<file path="config.mk">
export PLATFORM = sky130hd
export DESIGN_NAME = vga_timing
export DESIGN_NICKNAME = d
export VERILOG_FILES = /design/src/rtl/vga_timing_pkg.sv /design/src/rtl/vga_timing.sv
export SDC_FILE = /design/constraint.sdc
export NUM_CORES = 1
export LEC_CHECK = 0
export CORE_MARGIN = 1
export CORE_UTILIZATION = 53
export DETAILED_ROUTE_END_ITERATION = 10
export PLACE_DENSITY = 0.84
export SYNTH_ARGS = -nofsm -noshare
export SYNTH_HDL_FRONTEND = slang
export SYNTH_SLANG_ARGS = --single-unit
</file>
<file path="constraint.sdc">
create_clock -name pclk -period 5.3 [get_ports pclk]
set_input_delay 0.53 -clock pclk [delete_from_list [all_inputs] [get_ports pclk]]
set_output_delay 0.53 -clock pclk [all_outputs]
set_load 0.005 [all_outputs]
</file>
<file path="src/rtl/vga_timing_pkg.sv">
// Shared VGA bus layout macros plus default 1024x768@60 timing constants,
// imported by the timing generator and by downstream drawing stages.
`ifndef VGA_MACROS_SV
`define VGA_MACROS_SV
`define VGA_BUS_SIZE 38
`define VGA_HCOUNT   37:27
`define VGA_VCOUNT   26:16
`define VGA_HS       15
`define VGA_VS       14
`define VGA_HBLNK    13
`define VGA_VBLNK    12
`define VGA_RGB      11:0
`endif

package vga_timing_pkg;

    localparam int CNT_W     = 11;
    localparam int VGA_BUS_W = `VGA_BUS_SIZE;

    localparam int BUS_HC_LSB = 27;
    localparam int BUS_VC_LSB = 16;
    localparam int BUS_HS     = 15;
    localparam int BUS_VS     = 14;
    localparam int BUS_HB     = 13;
    localparam int BUS_VB     = 12;

    localparam int H_ACTIVE_DEF = 1024;
    localparam int H_FP_DEF     = 24;
    localparam int H_SYNC_DEF   = 136;
    localparam int H_BP_DEF     = 160;
    localparam int V_ACTIVE_DEF = 768;
    localparam int V_FP_DEF     = 3;
    localparam int V_SYNC_DEF   = 6;
    localparam int V_BP_DEF     = 29;

    // Half-open window test used by the sync decoders.
    function automatic logic in_window(input logic [CNT_W-1:0] c, input int lo, input int hi);
        return (int'(c) >= lo) && (int'(c) < hi);
    endfunction

endpackage

</file>
<file path="src/rtl/vga_timing.sv">
// VGA timing generator: free-running h/v counters with sync and blank flags,
// all decoded from next-state counters so every bus field lands in the same cycle.
module vga_timing
    import vga_timing_pkg::*;
#(
    parameter int H_ACTIVE = H_ACTIVE_DEF,
    parameter int H_FP     = H_FP_DEF,
    parameter int H_SYNC   = H_SYNC_DEF,
    parameter int H_BP     = H_BP_DEF,
    parameter int V_ACTIVE = V_ACTIVE_DEF,
    parameter int V_FP     = V_FP_DEF,
    parameter int V_SYNC   = V_SYNC_DEF,
    parameter int V_BP     = V_BP_DEF
) (
    input  logic                     pclk,
    input  logic                     rst,
    output logic [`VGA_BUS_SIZE-1:0] vga_out,
    output logic                     frame_start,
    output logic [15:0]              frame_cnt
);

    localparam int H_TOTAL = H_ACTIVE + H_FP + H_SYNC + H_BP;
    localparam int V_TOTAL = V_ACTIVE + V_FP + V_SYNC + V_BP;
    localparam logic [CNT_W-1:0] H_LAST = CNT_W'(H_TOTAL - 1);
    localparam logic [CNT_W-1:0] V_LAST = CNT_W'(V_TOTAL - 1);

    // running is low for the first edge after reset so that edge loads (0,0)
    // instead of advancing, giving the frame_start pulse on release.
    logic             running;
    logic [CNT_W-1:0] hcount, vcount;
    logic [CNT_W-1:0] h_next, v_next;
    logic             hs, vs, hblnk, vblnk;
    logic             hs_next, vs_next, hblnk_next, vblnk_next;
    logic             end_of_line, end_of_frame;

    always_comb begin
        end_of_line  = (hcount == H_LAST);
        end_of_frame = end_of_line && (vcount == V_LAST);
        h_next       = '0;
        v_next       = '0;
        if (running) begin
            h_next = end_of_line ? '0 : hcount + 1'b1;
            if (end_of_line)
                v_next = (vcount == V_LAST) ? '0 : vcount + 1'b1;
            else
                v_next = vcount;
        end
        hs_next    = in_window(h_next, H_ACTIVE + H_FP, H_ACTIVE + H_FP + H_SYNC);
        vs_next    = in_window(v_next, V_ACTIVE + V_FP, V_ACTIVE + V_FP + V_SYNC);
        hblnk_next = int'(h_next) >= H_ACTIVE;
        vblnk_next = int'(v_next) >= V_ACTIVE;
    end

    always_ff @(posedge pclk) begin
        if (rst) begin
            running     <= 1'b0;
            hcount      <= '0;
            vcount      <= '0;
            hs          <= 1'b0;
            vs          <= 1'b0;
            hblnk       <= 1'b0;
            vblnk       <= 1'b0;
            frame_start <= 1'b0;
            frame_cnt   <= '0;
        end else begin
            running     <= 1'b1;
            hcount      <= h_next;
            vcount      <= v_next;
            hs          <= hs_next;
            vs          <= vs_next;
            hblnk       <= hblnk_next;
            vblnk       <= vblnk_next;
            frame_start <= (h_next == '0) && (v_next == '0);
            if (running && end_of_frame)
                frame_cnt <= frame_cnt + 1'b1;
        end
    end

    always_comb begin
        vga_out              = '0;
        vga_out[`VGA_HCOUNT] = hcount;
        vga_out[`VGA_VCOUNT] = vcount;
        vga_out[`VGA_HS]     = hs;
        vga_out[`VGA_VS]     = vs;
        vga_out[`VGA_HBLNK]  = hblnk;
        vga_out[`VGA_VBLNK]  = vblnk;
        vga_out[`VGA_RGB]    = 12'h000;
    end

endmodule

</file>
**Word level (Yosys, flattened, before mapping)**

Index checks and enable logic that the tools add are counted.

- Flip-flop bits (word level): 44
- Bits in latches: 0
- Memory bits (writable): 0
- Memory bits (read-only): 0
- Bits of input ports: 2
- Output and inout port bits: 55
- Word-level logic and storage cells: 33
- Memories: 0

- $add $sub $neg: 3
- Multiply operators: 0
- Div/mod/pow operators: 0
- Order comparisons: 6
- Equal/unequal tests: 2
- Shift operators: 0
- Muxes and demuxes: 6
- Bitwise operators: 0
- Reductions and logical operators: 7

Operators with widths:

| kind | number |
|---|---|
| $mux 11 | 5 |
| $add 11x1->11 const B | 2 |
| $ge 11x10->1 const B | 2 |
| $ge 11x11->1 const B | 2 |
| $logic_not 11->1 | 2 |
| $add 16x1->16 const B | 1 |
| $eq 11x10->1 const B | 1 |
| $eq 11x11->1 const B | 1 |
| $lt 11x10->1 const B | 1 |
| $lt 11x11->1 const B | 1 |
| $logic_and 1x1->1 | 5 |
| $mux 1 | 1 |

**Logic depth before layout (Yosys ltp)**

- Depth in word-level cells: 6
- Depth in mapped cells: 9
- Mapped depth without buffers: 8

**Least setup slack after synthesis**

Ideal clock, no wire load.

- Path type: reg-to-reg
- Start point: reg hcount[0]
- End point: reg frame_start
- Library setup time: 88 ps
- Arrival: 2529 ps
- Required time: 5212 ps
- Path slack: 2682 ps
- Stages on the path, launching flop included: 8
- Path buffers: 0
- Period minus slack after synthesis: 2618 ps
- Cell sequence: dfxtp_1 > ha_1 > nand3_2 > nor4_2 > mux2i_1 > o21ai_0 > or4b_1 > o32ai_2

- Word-level cells in the longest chain between the ends: 5
- Elaborated cells on any way between the ends: 9
- Those cells by class: add/sub (1); eq/ne (1); mux (4); reduce/logical (3)

RTL lines:

| item | line | source |
|---|---|---|
| start, declared | vga_timing.sv:30 | `logic [CNT_W-1:0] hcount, vcount;` |
| start signal, assigned | vga_timing.sv:67 | `hcount <= h_next;` |
| $add 11x1->11 / $eq 11x11->1 (equally long branches) | vga_timing.sv:42, vga_timing.sv:37 |  |
| $mux 11, on equally long branches | vga_timing.sv:42, vga_timing.sv:43 |  |
| $mux 11 | vga_timing.sv:41 | `if (running) begin` |
| $logic_not 11->1 | vga_timing.sv:73 | `frame_start <= (h_next == '0) && (v_next == '0);` |
| $logic_and 1x1->1 * | vga_timing.sv:73 |  |
| end signal, assigned | vga_timing.sv:73 |  |
| end, declared | vga_timing.sv:18 | `output logic frame_start,` |

Mark *: on every way between the ends. The rest lies on a longest branch, timed or not.
A chain may end at the register's enable or synchronous reset.

**Worst setup path in the final report**

Same ends and word-level chain as after synthesis.

==> metrics.csv <==
metric,value,unit
largest net degree at the start of global routing,21,
grt peak-use layer,met2,
share of cells above drive strength 1,5.90,%
DRT antenna net count,0,
"flops & latches, synth",44,
slowest CP cell,nor4_2,
clk_lat worst skew,0.30,ns
Finished Layout Cells,374,
crit path cell chain,ha_1 -> nand3_2 -> nor4_2 -> mux2i_1 -> o21ai_0 -> or4b_1 -> o32ai_2,
register area share after synthesis,36.9,%
"Hold Violations, Final",0,
number of buffers and inverters on the critical path,0,
status,"complete, no violations",
Starting DRT DRC Count,160,
post-synth top area cell,dfxtp_1,
reg2reg end,frame_start,
Routability Congestion,0.911,
fillers,372,
Final min period,3.06,ns
Worst EP required,5.52,ns
WL/cell,13.8,um
CTS sink count,44,
Gate Count Post-Synth,286,
unrepaired setup endpoints after global routing,false,
Startpoint Class,flip-flop,
DR vias,2160,
"Distinct cells, synth",51,
Logic pwr share,2.7,%
RR Startpoint,hcount[0],
Core Area,4350,um^2
final-report setup violation count,0,
Worst VDD drop,0.143,mV
grt met1 use,27.6,%
Die W,69.1,um
f_max,0.326,GHz
Syn Std Cell Area,2380,um^2
top flip-flop cell by instance count after synthesis,dfxtp_1,
top-area cell type share of the netlist area,36.9,%
die area,4770,um^2
ys async rst share,0,%
Clock H-tree levels,2,
via/cell ratio,5.78,
Seq pwr share,58.0,%
CTS Buffer Depth,2,
hold-critical path depth,1,
buffers added on ports,44,
worst hold path type,flip-flop to flip-flop,
worst endpoint data arrival time,3.29,ns
slowest cell delay on critical path,0.81,ns
Slew headroom,37.2,%
Crit. End Element,flip-flop,
Psw,0.133,mW
grt ovf,0,
area grow syn2layout,19.8,%
Sw Share,23.0,%
placed insts,366,
vias in the first global route,1888,
Setup TNS,0,ns
DRC viols,0,
Internal Power,0.444,mW
CTS Hold Bufs,0,
setup bufs post-CTS,0,
Hold Path End,frame_start,
initial antenna violation count,0,
Max Transition Viols Final,0,
first-pass GRT wire length,8650,um
TritonCTS clock tree,built,
Starting Density,54.8,%
clk_skew,0.00890,ns
Die Height,69.1,um
CTS Root Cell,clkbuf_8,
Clk network pwr share,39.3,%
max_cap viols,0,
Crit Path Max Fanout,10,
n_diodes,0,
flop2flop setup slack,2.24,ns
cell depth of the worst flop-to-flop path,7,
Yosys warnings,0,
number of synthesized flops with an enable pin,0,
row cnt,24,
Global Route Usage Sum,22.1,%
post-DP HPWL,3770,um
M2 GR Usage,36.4,%
Power per Cell Area,202,nW/um^2
Routed WL,5150,um
Slew @ Worst Pin,0.934,ns
Mapped Avg Cell Area,8.34,um^2
clock slew seen by the registers of the worst setup and hold paths,0.09,ns
"Gates resized, CTS repair",0,
hold_sp,running,
I/O Pins,57,
nets@finish,327,
fin crit share,57.8,%
routing usage on met3,6.43,%
Leak,0.951,nW
Synth area leaders,"dfxtp_1 37%, nor2_1 7.4%, xnor2_1 5.5%, buf_4 5.0%, xor2_1 3.3%",
Num CTS Buffers,5,
critical path class,flip-flop to flip-flop,
Top delay family on crit path,simple AND/OR/NAND/NOR gates,
drt pass-1 iters,4,
## cell usage after synthesis, types with 3 or more instances
master and instances:
nand2_1 14, buf_4 16, or3_1 4, inv_1 11, nor3_1 14, mux2i_1 5
xnor2_1 15, nand4_1 12, a21oi_1 8, nor2_1 47, clkbuf_1 8, xor2_1 9
dfxtp_1 44, ha_1 4, nand3_1 13, a31oi_1 3, o21ai_0 11, and3_1 5
## state kept, by name, indices dropped and copies added (netlist names)
name	flops
vcount	11
vs	1
hblnk	1
hs	1
frame_start	1
vblnk	1
running	1
hcount	11
frame_cnt	16
## layout by cell type (no fill, tap or decap), types with 2 or more instances in the layout
master           synthesis  layout
nor2_1                  47      47
nor4_2                   2       2
a21oi_1                  8       8
clkdlybuf4s50_1          0      44
nand2_1                 14      14
mux2i_1                  5       5
and3b_1                  2       2
inv_1                   11      11
o2111a_1                 2       2
xor2_1                   9       9
o21ai_0                 11      11
nand3_1                 13      13
clkbuf_8                 0       6
nand2b_1                 2       2
nand4_1                 12      12
a31oi_1                  3       3
conb_1                   1      12
xnor2_1                 15      15
dfxtp_1                 44      44
ha_1                     4       4
a21o_1                   2       2
o2bb2ai_1                2       2
nor3_1                  14      14
or3_1                    4       4
and4_1                   2       2
a32oi_1                  2       2
a211oi_1                 2       2
and3_1                   5       5
## kinds of logic after synthesis
kind of cell / Yosys count / synth area share [%]
other: 1 / 0.157
DFF: 44 / 36.9
adders and majority gates: 4 / 2.10
buffers and inverters: 38 / 8.92
xor gates and xnor gates: 24 / 8.81
AOI/OAI and AO/OA: 41 / 11.9
and+or+nand+nor: 128 / 28.6
muxes: 6 / 2.57
## worst reg2reg max path: stages, from the launching register on
cell	delay (ns)
dfxtp_1	0.45
ha_1	0.32
nand3_2	0.19
nor4_2	0.82
mux2i_1	0.40
o21ai_0	0.11
or4b_1	0.50
o32ai_2	0.20
## through the flow
stage	power [mW]	setup slack, ns	hold WS [ns]	util (%)	area [um^2]
2_1_floorplan	0.358	2.68	0.474	-	2430
3_3_place_gp	0.357	2.43	0.485	63.4	2760
3_5_place_dp	0.357	2.30	0.498	63.4	2760
4_1_cts	0.580	2.25	0.522	65.6	2860
5_1_grt	0.599	1.95	0.554	65.6	2860
6_report	0.576	2.24	0.512	65.6	2860
## worst max path at each step
stage,from,to,slack [ns],depth (start not counted)
global route,hcount[0],frame_start,1.95,7
floorplan,hcount[0],frame_start,2.68,7
global placement,hcount[0],frame_start,2.43,7
finish,hcount[0],frame_start,2.24,7
CTS,hcount[0],frame_start,2.25,7
detailed placement,hcount[0],frame_start,2.30,7
## layout make-up
cell class	count	area [um^2]	share of cell area (%)
multi-input cells	215	1330	46.6
flip-flops and latches	44	881	30.8
repair buffers	44	440	15.4
clock buffers	6	82.6	2.89
well taps	52	65.1	2.28
inverters	11	41.3	1.45
clock inverters	2	13.8	0.482
## power by group through the flow
| stage | combinational [mW] | clock (mW) | sequential (mW) |
|---|---|---|---|
| 2_1_floorplan | 0.0170 | 0 | 0.341 |
| 3_3_place_gp | 0.0154 | 0 | 0.342 |
| 3_5_place_dp | 0.0154 | 0 | 0.342 |
| 4_1_cts | 0.0156 | 0.230 | 0.334 |
| 5_1_grt | 0.0175 | 0.247 | 0.334 |
| 6_report | 0.0156 | 0.227 | 0.334 |
## metal layers
metal / share of wire (%) / up-vias
li1: - / 1046
met3: 5.3 / 6
met1: 45 / 1031
met2: 49 / 77
met4: 1.5 / 0
met5: 0 / -
Note: power is estimated with default switching activity, not from simulation.
